[config.mk]
export PLATFORM = sky130hd
export DESIGN_NAME = fifo_burst_sched
export DESIGN_NICKNAME = d
export VERILOG_FILES = /design/src/rtl/fifo_sched_pkg.sv /design/src/rtl/fifo_burst_sched_rr_arb2.sv /design/src/rtl/fifo_burst_sched.sv
export SDC_FILE = /design/constraint.sdc
export NUM_CORES = 1
export LEC_CHECK = 0
export CAP_MARGIN = 10
export CORE_AREA = 2 2 60 62
export CTS_BUF_LIST = sky130_fd_sc_hd__clkbuf_16
export CTS_CLUSTER_SIZE = 40
export DETAILED_ROUTE_END_ITERATION = 16
export DIE_AREA = 0 0 62 64
export PLACE_DENSITY = 0.75
export SYNTH_ARGS = -nofsm -noshare
export SYNTH_HDL_FRONTEND = slang
export SYNTH_SLANG_ARGS = --single-unit
[constraint.sdc]
create_clock -name sys_clk -period 2 [get_ports sys_clk]
set_input_delay 0.4 -clock sys_clk [delete_from_list [all_inputs] [get_ports sys_clk]]
set_output_delay 0.4 -clock sys_clk [all_outputs]
set_load 0.02 [all_outputs]
[src/rtl/fifo_sched_pkg.sv]
// Shared definitions for the FIFO burst scheduler: read-FSM state encoding
// and a small helper for the buffered-level test.
package fifo_sched_pkg;

   typedef enum logic [1:0] {
      ST_IDLE  = 2'd0,
      ST_BURST = 2'd1,
      ST_FLUSH = 2'd2
   } rd_state_e;

   // Full FIFO reports usedw=0, so the full flag must be folded in separately.
   function automatic logic level_reached(input logic full, input logic [15:0] used,
                                          input logic [15:0] thresh);
      return full | (used >= thresh);
   endfunction

endpackage

[src/rtl/fifo_burst_sched_rr_arb2.sv]
// Two-way round-robin grant for the FIFO write port; remembers the last
// winner so that two continuously valid producers alternate.
module rr_arb2 (
   input  logic sys_clk,
   input  logic sys_rst_n,
   input  logic block_i,
   input  logic req0_i,
   input  logic req1_i,
   output logic gnt0_o,
   output logic gnt1_o
);

   // 1 = producer 1 won last, so producer 0 is favoured next.
   logic last_q;
   logic last_d;

   always_comb begin
      gnt0_o = 1'b0;
      gnt1_o = 1'b0;
      if (sys_rst_n && !block_i) begin
         if (req0_i && (!req1_i || last_q)) begin
            gnt0_o = 1'b1;
         end else if (req1_i) begin
            gnt1_o = 1'b1;
         end
      end
   end

   always_comb begin
      last_d = last_q;
      if (gnt0_o) begin
         last_d = 1'b0;
      end else if (gnt1_o) begin
         last_d = 1'b1;
      end
   end

   always_ff @(posedge sys_clk or negedge sys_rst_n) begin
      if (!sys_rst_n) begin
         last_q <= 1'b1;
      end else begin
         last_q <= last_d;
      end
   end

endmodule

[src/rtl/fifo_burst_sched.sv]
// FIFO controller: round-robin write arbitration of two producers and a
// burst/flush read scheduler feeding one downstream consumer.
module fifo_burst_sched
   import fifo_sched_pkg::*;
#(
   parameter int DW        = 8,
   parameter int AW        = 8,
   parameter int BURST_LEN = 16
) (
   input  logic          sys_clk,
   input  logic          sys_rst_n,
   input  logic          src0_valid,
   input  logic [DW-1:0] src0_data,
   output logic          src0_ready,
   input  logic          src1_valid,
   input  logic [DW-1:0] src1_data,
   output logic          src1_ready,
   input  logic          flush,
   input  logic          dst_ready,
   output logic          dst_valid,
   output logic [DW-1:0] dst_data,
   output logic          burst_busy,
   output logic          fifo_wr_req,
   output logic [DW-1:0] fifo_wr_data,
   output logic          fifo_rd_req,
   input  logic [DW-1:0] fifo_q,
   input  logic          fifo_full,
   input  logic          fifo_empty,
   input  logic [AW-1:0] fifo_usedw
);

   // One extra bit so a burst of the full FIFO depth is representable.
   localparam logic [AW:0] BL = BURST_LEN[AW:0];

   logic gnt0;
   logic gnt1;
   logic avail;
   logic rd_req;

   rd_state_e   state_q;
   logic [AW:0] cnt_q;
   logic [AW:0] cnt_d;
   logic        pend_q;
   logic        busy_q;
   logic        dst_valid_q;

   // ---------------- write side ----------------
   rr_arb2 u_arb (
      .sys_clk   (sys_clk),
      .sys_rst_n (sys_rst_n),
      .block_i   (fifo_full),
      .req0_i    (src0_valid),
      .req1_i    (src1_valid),
      .gnt0_o    (gnt0),
      .gnt1_o    (gnt1)
   );

   assign src0_ready  = gnt0;
   assign src1_ready  = gnt1;
   assign fifo_wr_req = gnt0 | gnt1;

   always_comb begin
      fifo_wr_data = '0;
      if (gnt0) begin
         fifo_wr_data = src0_data;
      end else if (gnt1) begin
         fifo_wr_data = src1_data;
      end
   end

   // ---------------- read side ----------------
   assign avail = level_reached(fifo_full, 16'({1'b0, fifo_usedw}), 16'(BL));
   assign cnt_d = cnt_q + (AW+1)'(1);

   always_comb begin
      rd_req = 1'b0;
      if (sys_rst_n && (state_q == ST_BURST || state_q == ST_FLUSH)) begin
         rd_req = dst_ready & ~fifo_empty;
      end
   end

   assign fifo_rd_req = rd_req;

   always_ff @(posedge sys_clk or negedge sys_rst_n) begin
      if (!sys_rst_n) begin
         state_q     <= ST_IDLE;
         cnt_q       <= '0;
         pend_q      <= 1'b0;
         busy_q      <= 1'b0;
         dst_valid_q <= 1'b0;
      end else begin
         dst_valid_q <= rd_req;

         // A new flush request beats the empty-FIFO clear in the same cycle.
         if (flush) begin
            pend_q <= 1'b1;
         end else if (fifo_empty && (state_q == ST_IDLE || state_q == ST_FLUSH)) begin
            pend_q <= 1'b0;
         end

         unique case (state_q)
            ST_IDLE: begin
               if (pend_q && !fifo_empty) begin
                  state_q <= ST_FLUSH;
                  busy_q  <= 1'b1;
               end else if (avail) begin
                  state_q <= ST_BURST;
                  cnt_q   <= '0;
                  busy_q  <= 1'b1;
               end
            end
            ST_BURST: begin
               // A flush arriving here is only latched; the burst always completes.
               if (rd_req) begin
                  cnt_q <= cnt_d;
                  if (cnt_d == BL) begin
                     state_q <= ST_IDLE;
                     busy_q  <= 1'b0;
                  end
               end
            end
            ST_FLUSH: begin
               if (fifo_empty) begin
                  state_q <= ST_IDLE;
                  busy_q  <= 1'b0;
               end
            end
            default: begin
               state_q <= ST_IDLE;
               busy_q  <= 1'b0;
            end
         endcase
      end
   end

   assign burst_busy = busy_q;
   assign dst_valid  = dst_valid_q;
   assign dst_data   = sys_rst_n ? fifo_q : '0;

endmodule

==> flow_summary.yaml, run 1 <==
clocking:
  cts_made_buffers: 3
  h-tree-depth: 1
  clock_sinks: 15
  clockBufferDepth: 2
  clock-root-buffer: "clkbuf_16"
  insertion_delay_ns: 0.24
  cts_hold_buf: 0
  cts_tree: "done"
  clk_pin_slew_ns: 0.05
floorplanning:
  ios: 62
  start_util: 0.344
  dieWidth_um: 62
  core-area_um2: 3280
  fp.dieH_um: 64
  num_rows: 21
  dieArea_um2: 3970
yosys:
  synth_area_um2: 1130
  ys_ff_latch: 15
  synth_cells: 130
  yosys_warnings: 0
  yosysSeqAreaShare: 0.333
  netlist-cell-type-count: 42
  syn_avg_cell_area_um2: 8.69
  syn_nets: 175
global_route:
  grt_pass1_vias: 1216
  grt_max_degree: 25
  antenna_found_initial: 0
  grtUsageTotal: 0.180
  gr-total-overflow: 0
  grt_pass1_wl_mm: 5.35
hold_path:
  hold_path.class: "input pin to async pin"
placement:
  hpwl_mm: 2.77
  portBuffers: 57
  place.gp.congestion: 0.871
  place_inst: 240
  place_area_um2: 1820
critical_path:
  path_buf_inv: 3
  path_cells: "dlygate4sd2_1, buf_4, or4b_4, or3b_4, nand2_4, buf_4, o32ai_2"
  crit_arrival_ns: 2.08
  critPathMaxStageDelay_ns: 0.55
  crit_slowest_cell: "or4b_4"
  crit_family: "simple AND/OR/NAND/NOR gates"
  path_class: "input pin to flip-flop"
  critical_path_required_ns: 2.11
  cp_common_cell: "buf_4"
  rrSetupSlack_ns: 0.07
  r2r_end: "burst_busy$_DFFE_PN0P_"
  r2r_start: "state_q[0]$_DFFE_PN0P_"
  end_kind: "flip-flop"
  cp_max_fo: 3
  r2r_cells: 7
  crit_path_start_kind: "input pin"
cells_and_area:
  num_antenna_cells: 0
  finalNonFillerCells: 247
  multi_input_area_um2: 777
  num-fill-cells: 276
  syn2layout_area_growth_pct: 73.3
  fin_util: 0.596
  register_area_um2: 378
  drive_above_1_share: 0.239
  final_area_um2: 1960
  fin_nets: 247
routing:
  met3_wirelength_um: 355
  antenna_left: 0
  wl_met1_mm: 1.42
  routed_via_density: 5.13
  dr.pass1.iters: 4
  vias: 1267
  drt_iter0_markers: 39
  highest_layer: "met4"
  wl_mm: 3.69
  met2WireLength_mm: 1.84
  wl_per_cell_um: 14.9
  drc: 0
sta:
  slew_headroom: 0.741
  setup-tns-final_ns: 0
  hold_viol: 0
  clock-skew-final_ns: 0.00490
  max_freq_mhz: 508
  period_share: 0.984
  setup_viol: 0
  slew_violations: 0
  rsz0062_at_grt: "yes"
  worst_pin_slew_ns: 0.383
  fin_crit_ns: 1.97
pwr:
  power_density_nw_per_um2: 820
  total_power_mw: 1.61
  peakVddDrop_mv: 0.472
  cellLeakagePower_nw: 0.874
status:
  status: "complete, no violations"
run:
  max_cap_viol_count: 0
-- worst register-to-register path, stage by stage, from the launching register on --
cell and delay (ns):
dfrtp_1 0.40, inv_2 0.09, ha_4 0.13, or4b_4 0.48
or3b_4 0.45, nand2_4 0.08, buf_4 0.10, o32ai_2 0.07
-- cells in the final DEF, fill, tap and decap left out, types with 3 or more instances in the layout --
cell type and instances:
o31ai_1 3, nor2_1 4, clkdlybuf4s50_1 34, buf_2 8
dlygate4sd2_1 13, inv_1 5, and2_1 9, o21ai_1 10
ha_1 3, nor3b_1 3, buf_4 13, dfrtp_1 13
nand2_1 16, xnor2_1 4, clkbuf_16 3, a22o_1 10
-- report_power, final --
| part | switching, mW | internal (mW) | leakage [nW] |
|---|---|---|---|
| logic | 0.405 | 0.412 | 0.636 |
| clock network | 0.116 | 0.264 | 0.0423 |
| registers | 0.0446 | 0.364 | 0.196 |
-- cells in the mapped netlist, drive strengths merged --
library cell / instances / area share
a211oi: 1 / 0.0066
a21o: 2 / 0.013
a21oi: 1 / 0.0078
a22o: 10 / 0.078
a2bb2oi: 1 / 0.0078
a311oi: 1 / 0.0078
a31o: 1 / 0.0078
a41oi: 1 / 0.0078
and2: 9 / 0.050
and3: 2 / 0.011
and4: 1 / 0.0078
and4b: 1 / 0.0089
buf: 5 / 0.027
clkbuf: 1 / 0.0033
dfrtp: 14 / 0.31
dfstp: 1 / 0.023
ha: 5 / 0.055
inv: 6 / 0.020
nand2: 17 / 0.056
nand2b: 2 / 0.011
nand3: 3 / 0.013
nand4: 1 / 0.0055
nor2: 4 / 0.013
nor2b: 1 / 0.0055
nor3: 3 / 0.013
nor3b: 3 / 0.020
o21a: 2 / 0.013
o21ai: 12 / 0.053
o22ai: 3 / 0.022
o31a: 1 / 0.0078
o31ai: 3 / 0.020
o32ai: 2 / 0.016
or2: 2 / 0.013
or3: 1 / 0.0055
or3b: 1 / 0.0078
or4b: 1 / 0.012
xnor2: 4 / 0.031
xor2: 1 / 0.0078
-- worst max-delay path by stage --
stage,from,to,slack [ns],cells after the start
floorplan,state_q[0]$_DFFE_PN0P_,cnt_q[4]$_DFFE_PN0P_,0.12,7
global placement,sys_rst_n,fifo_wr_data[7],-0.62,7
detailed placement,sys_rst_n,fifo_wr_data[3],-0.67,7
CTS,state_q[1]$_DFFE_PN0P_,burst_busy$_DFFE_PN0P_,0.005,8
global route,state_q[0]$_DFFE_PN0P_,state_q[1]$_DFFE_PN0P_,-0.02,8
finish,fifo_full,burst_busy$_DFFE_PN0P_,0.03,7
-- layer usage --
metal / track usage / vias up
met3: 0.0364 / 10
li1: - / 619
met1: 0.210 / 577
met2: 0.322 / 61
met5: 0 / -
met4: 0.0479 / 0
-- kinds of logic (layout without fill, tap and decap cells) --
| group | Yosys count | count (layout) | share of synthesized area |
|---|---|---|---|
| compound gates | 41 | 41 | 0.268 |
| xor+xnor | 5 | 5 | 0.0388 |
| fa+ha+maj | 5 | 5 | 0.0554 |
| buf+inv | 12 | 83 | 0.0498 |
| flops | 15 | 15 | 0.333 |
| simple gates | 52 | 52 | 0.255 |
-- flip-flops by register name (all words and copies together) (netlist names) --
signal,count
burst_busy,1
cnt_q,9
dst_valid,1
pend_q,1
state_q,2
u_arb.last_q,1
-- layout make-up --
cell class | count | share of cell area
clock inverter | 1 | 0.00192
clock buffer | 3 | 0.0383
inverter | 6 | 0.0115
timing repair buffer | 73 | 0.329
tap | 46 | 0.0294
sequential | 15 | 0.193
multi-input combinational | 103 | 0.397
-- repair_timing --
item	4_1_cts	5_1_grt
setup buffers	1	2
endpoints found under the setup margin	32	18
endpoints found under the hold margin	0	0
resized for setup	54	19
pin swaps	0	2
-- metrics by stage --
stage / worst slack [ns] / hold WS (ns)
floorplan: 0.122 / 0.104
global placement: -0.616 / 0.491
detailed placement: -0.673 / 0.507
CTS: 0.00483 / 0.301
global route: -0.0154 / 0.330
finish: 0.0311 / 0.310
Note: power is estimated with default switching activity, not from simulation.
==> run 2, diff against run 1 <==
--- a/config.mk
+++ b/config.mk
@@ -6,11 +6,12 @@
 export NUM_CORES = 1
 export LEC_CHECK = 0
 export CAP_MARGIN = 10
-export CORE_AREA = 2 2 60 62
+export CORE_AREA = 2 2 63 59
 export CTS_BUF_LIST = sky130_fd_sc_hd__clkbuf_16
+export CTS_CLUSTER_DIAMETER = 150
 export CTS_CLUSTER_SIZE = 40
 export DETAILED_ROUTE_END_ITERATION = 16
-export DIE_AREA = 0 0 62 64
+export DIE_AREA = 0 0 65 61
 export PLACE_DENSITY = 0.75
 export SYNTH_ARGS = -nofsm -noshare
 export SYNTH_HDL_FRONTEND = slang
==> flow_summary.yaml, run 2 (synthesized netlist as in run 1, its figures left out) <==
status:
  status: "complete, no violations"
routing:
  drc: 0
  vias: 1238
  antenna_left: 0
  dr.pass1.iters: 4
  wl_per_cell_um: 15.0
  wl_mm: 3.64
  routed_via_density: 5.09
  drt_iter0_markers: 15
floorplanning:
  num_rows: 20
  dieArea_um2: 3970
  start_util: 0.345
  ios: 62
  dieWidth_um: 65
  fp.dieH_um: 61
  core-area_um2: 3280
critical_path:
  r2r_cells: 7
  r2r_start: "state_q[1]$_DFFE_PN0P_"
  crit_slowest_cell: "or4b_4"
  rrSetupSlack_ns: 0.05
  r2r_end: "burst_busy$_DFFE_PN0P_"
  path_class: "flip-flop to flip-flop"
  critical_path_required_ns: 2.11
  crit_arrival_ns: 2.06
  end_kind: "flip-flop"
  crit_path_start_kind: "flip-flop"
  path_cells: "inv_1, ha_2, or4b_4, or3b_4, nand2_2, buf_4, o32ai_1"
  cp_max_fo: 3
  critPathMaxStageDelay_ns: 0.49
cells_and_area:
  largest_register_ff_count: 9
  fin_util: 0.586
  fin_nets: 245
  finalNonFillerCells: 243
  multi_input_area_um2: 756
  final_cell_mix: "34 x clkdlybuf4s50_1, 16 x nand2_1, 14 x dfrtp_1, 14 x buf_4, 11 x o21ai_1"
  num-fill-cells: 302
  syn2layout_area_growth_pct: 70.1
  num_antenna_cells: 0
  drive_above_1_share: 0.231
  top_regs: "cnt_q: 9 flops, state_q: 2 flops"
  mostFrequentLayoutCell: "clkdlybuf4s50_1"
  regMostFlops: "cnt_q"
  register_area_um2: 377
global_route:
  grt_max_degree: 25
  antenna_found_initial: 0
  grt_pass1_wl_mm: 5.85
  grt_pass1_vias: 1274
  grtUsageTotal: 0.193
  gr-total-overflow: 0
placement:
  place.gp.congestion: 0.831
  place_inst: 239
  dp_slack_ns: -0.712
  hpwl_mm: 2.77
  portBuffers: 57
sta:
  slew_headroom: 0.744
  fin_ws_ns: 0.0535
  hold_viol: 0
  setup_viol: 0
  clock-skew-final_ns: 0.00448
  fin_crit_ns: 1.95
  worst_pin_slew_ns: 0.380
  period_share: 0.973
  max_freq_mhz: 514
  slew_violations: 0
clocking:
  cts_tree: "done"
  clock-root-buffer: "clkbuf_16"
  insertion_delay_ns: 0.25
  clock_sinks: 15
  cts_made_buffers: 3
  clk_pin_slew_ns: 0.05
  cts_hold_buf: 0
  clockBufferDepth: 2
  h-tree-depth: 1
pwr:
  clockPowerShare: 0.251
  cellLeakagePower_nw: 0.857
  pwr-share-seq: 0.265
  power_switching_share: 0.347
  peakVddDrop_mv: 0.466
  netSwitchingPower_uw: 530
  combPwrFrac: 0.484
  power.internal_uw: 998
  power_density_nw_per_um2: 795
run:
  max_cap_viol_count: 0
hold_path:
  hold_path.class: "input pin to async pin"
run 2: final cells by class:
type / count / share of cell area
flip-flops and latches: 15 / 0.196
inverters: 6 / 0.0117
multi-input cells: 103 / 0.393
repair buffers: 71 / 0.329
clock buffers: 3 / 0.0391
clock inverters: 1 / 0.00260
well taps: 44 / 0.0286
run 2: worst max path at each step:
stage                                 startpoint                     end  slack, ns  depth (start not counted)
after floorplan           state_q[0]$_DFFE_PN0P_    cnt_q[4]$_DFFE_PN0P_       0.12                          7
after global placement                 sys_rst_n         fifo_wr_data[5]      -0.64                          5
after detailed placement               sys_rst_n         fifo_wr_data[2]      -0.71                          5
after CTS                             src0_valid              src0_ready      0.007                          5
after global routing      state_q[1]$_DFFE_PN0P_    cnt_q[4]$_DFFE_PN0P_      -0.05                          9
final                     state_q[1]$_DFFE_PN0P_  burst_busy$_DFFE_PN0P_       0.05                          7
run 2: critical path, delay by kind of cell (launching register included):
family | cells | cell delay (ns)
AOI/OAI and AO/OA | 1 | 0.07
adders and majority gates | 1 | 0.18
buffers and inverters | 2 | 0.19
DFF | 1 | 0.37
and+or+nand+nor | 3 | 1.00
run 2: per-layer routing:
metal | wire length (um) | up-vias | GRT usage
met2 | 1880 | 43 | 0.365
met5 | 0 | - | 0
li1 | - | 611 | -
met1 | 1430 | 577 | 0.216
met4 | 51 | 0 | 0.0638
met3 | 286 | 7 | 0.0482
run 2: power groups by stage:
stage               combinational [mW]  sequential (mW)  clock, mW
detailed placement               0.685            0.407          0
CTS                              0.680            0.402      0.390
finish                           0.740            0.404      0.384
floorplan                        0.358            0.418          0
global route                     0.812            0.412      0.406
global placement                 0.672            0.403          0
run 2: metrics by stage:
step	area (um^2)	hold slack, ns	TNS [ns]	total power [mW]
3_3_place_gp	1830	0.493	-15.08	1.08
4_1_cts	1880	0.307	0	1.47
3_5_place_dp	1830	0.502	-15.96	1.09
6_report	1920	0.137	0	1.53
5_1_grt	1920	0.149	-0.0803	1.63
2_1_floorplan	1130	0.104	0	0.776
run 2: repair_timing:
item | CTS | global route
endpoints found under the setup margin | 32 | 22
resized for setup | 55 | 20
buffers inserted | 0 | 0
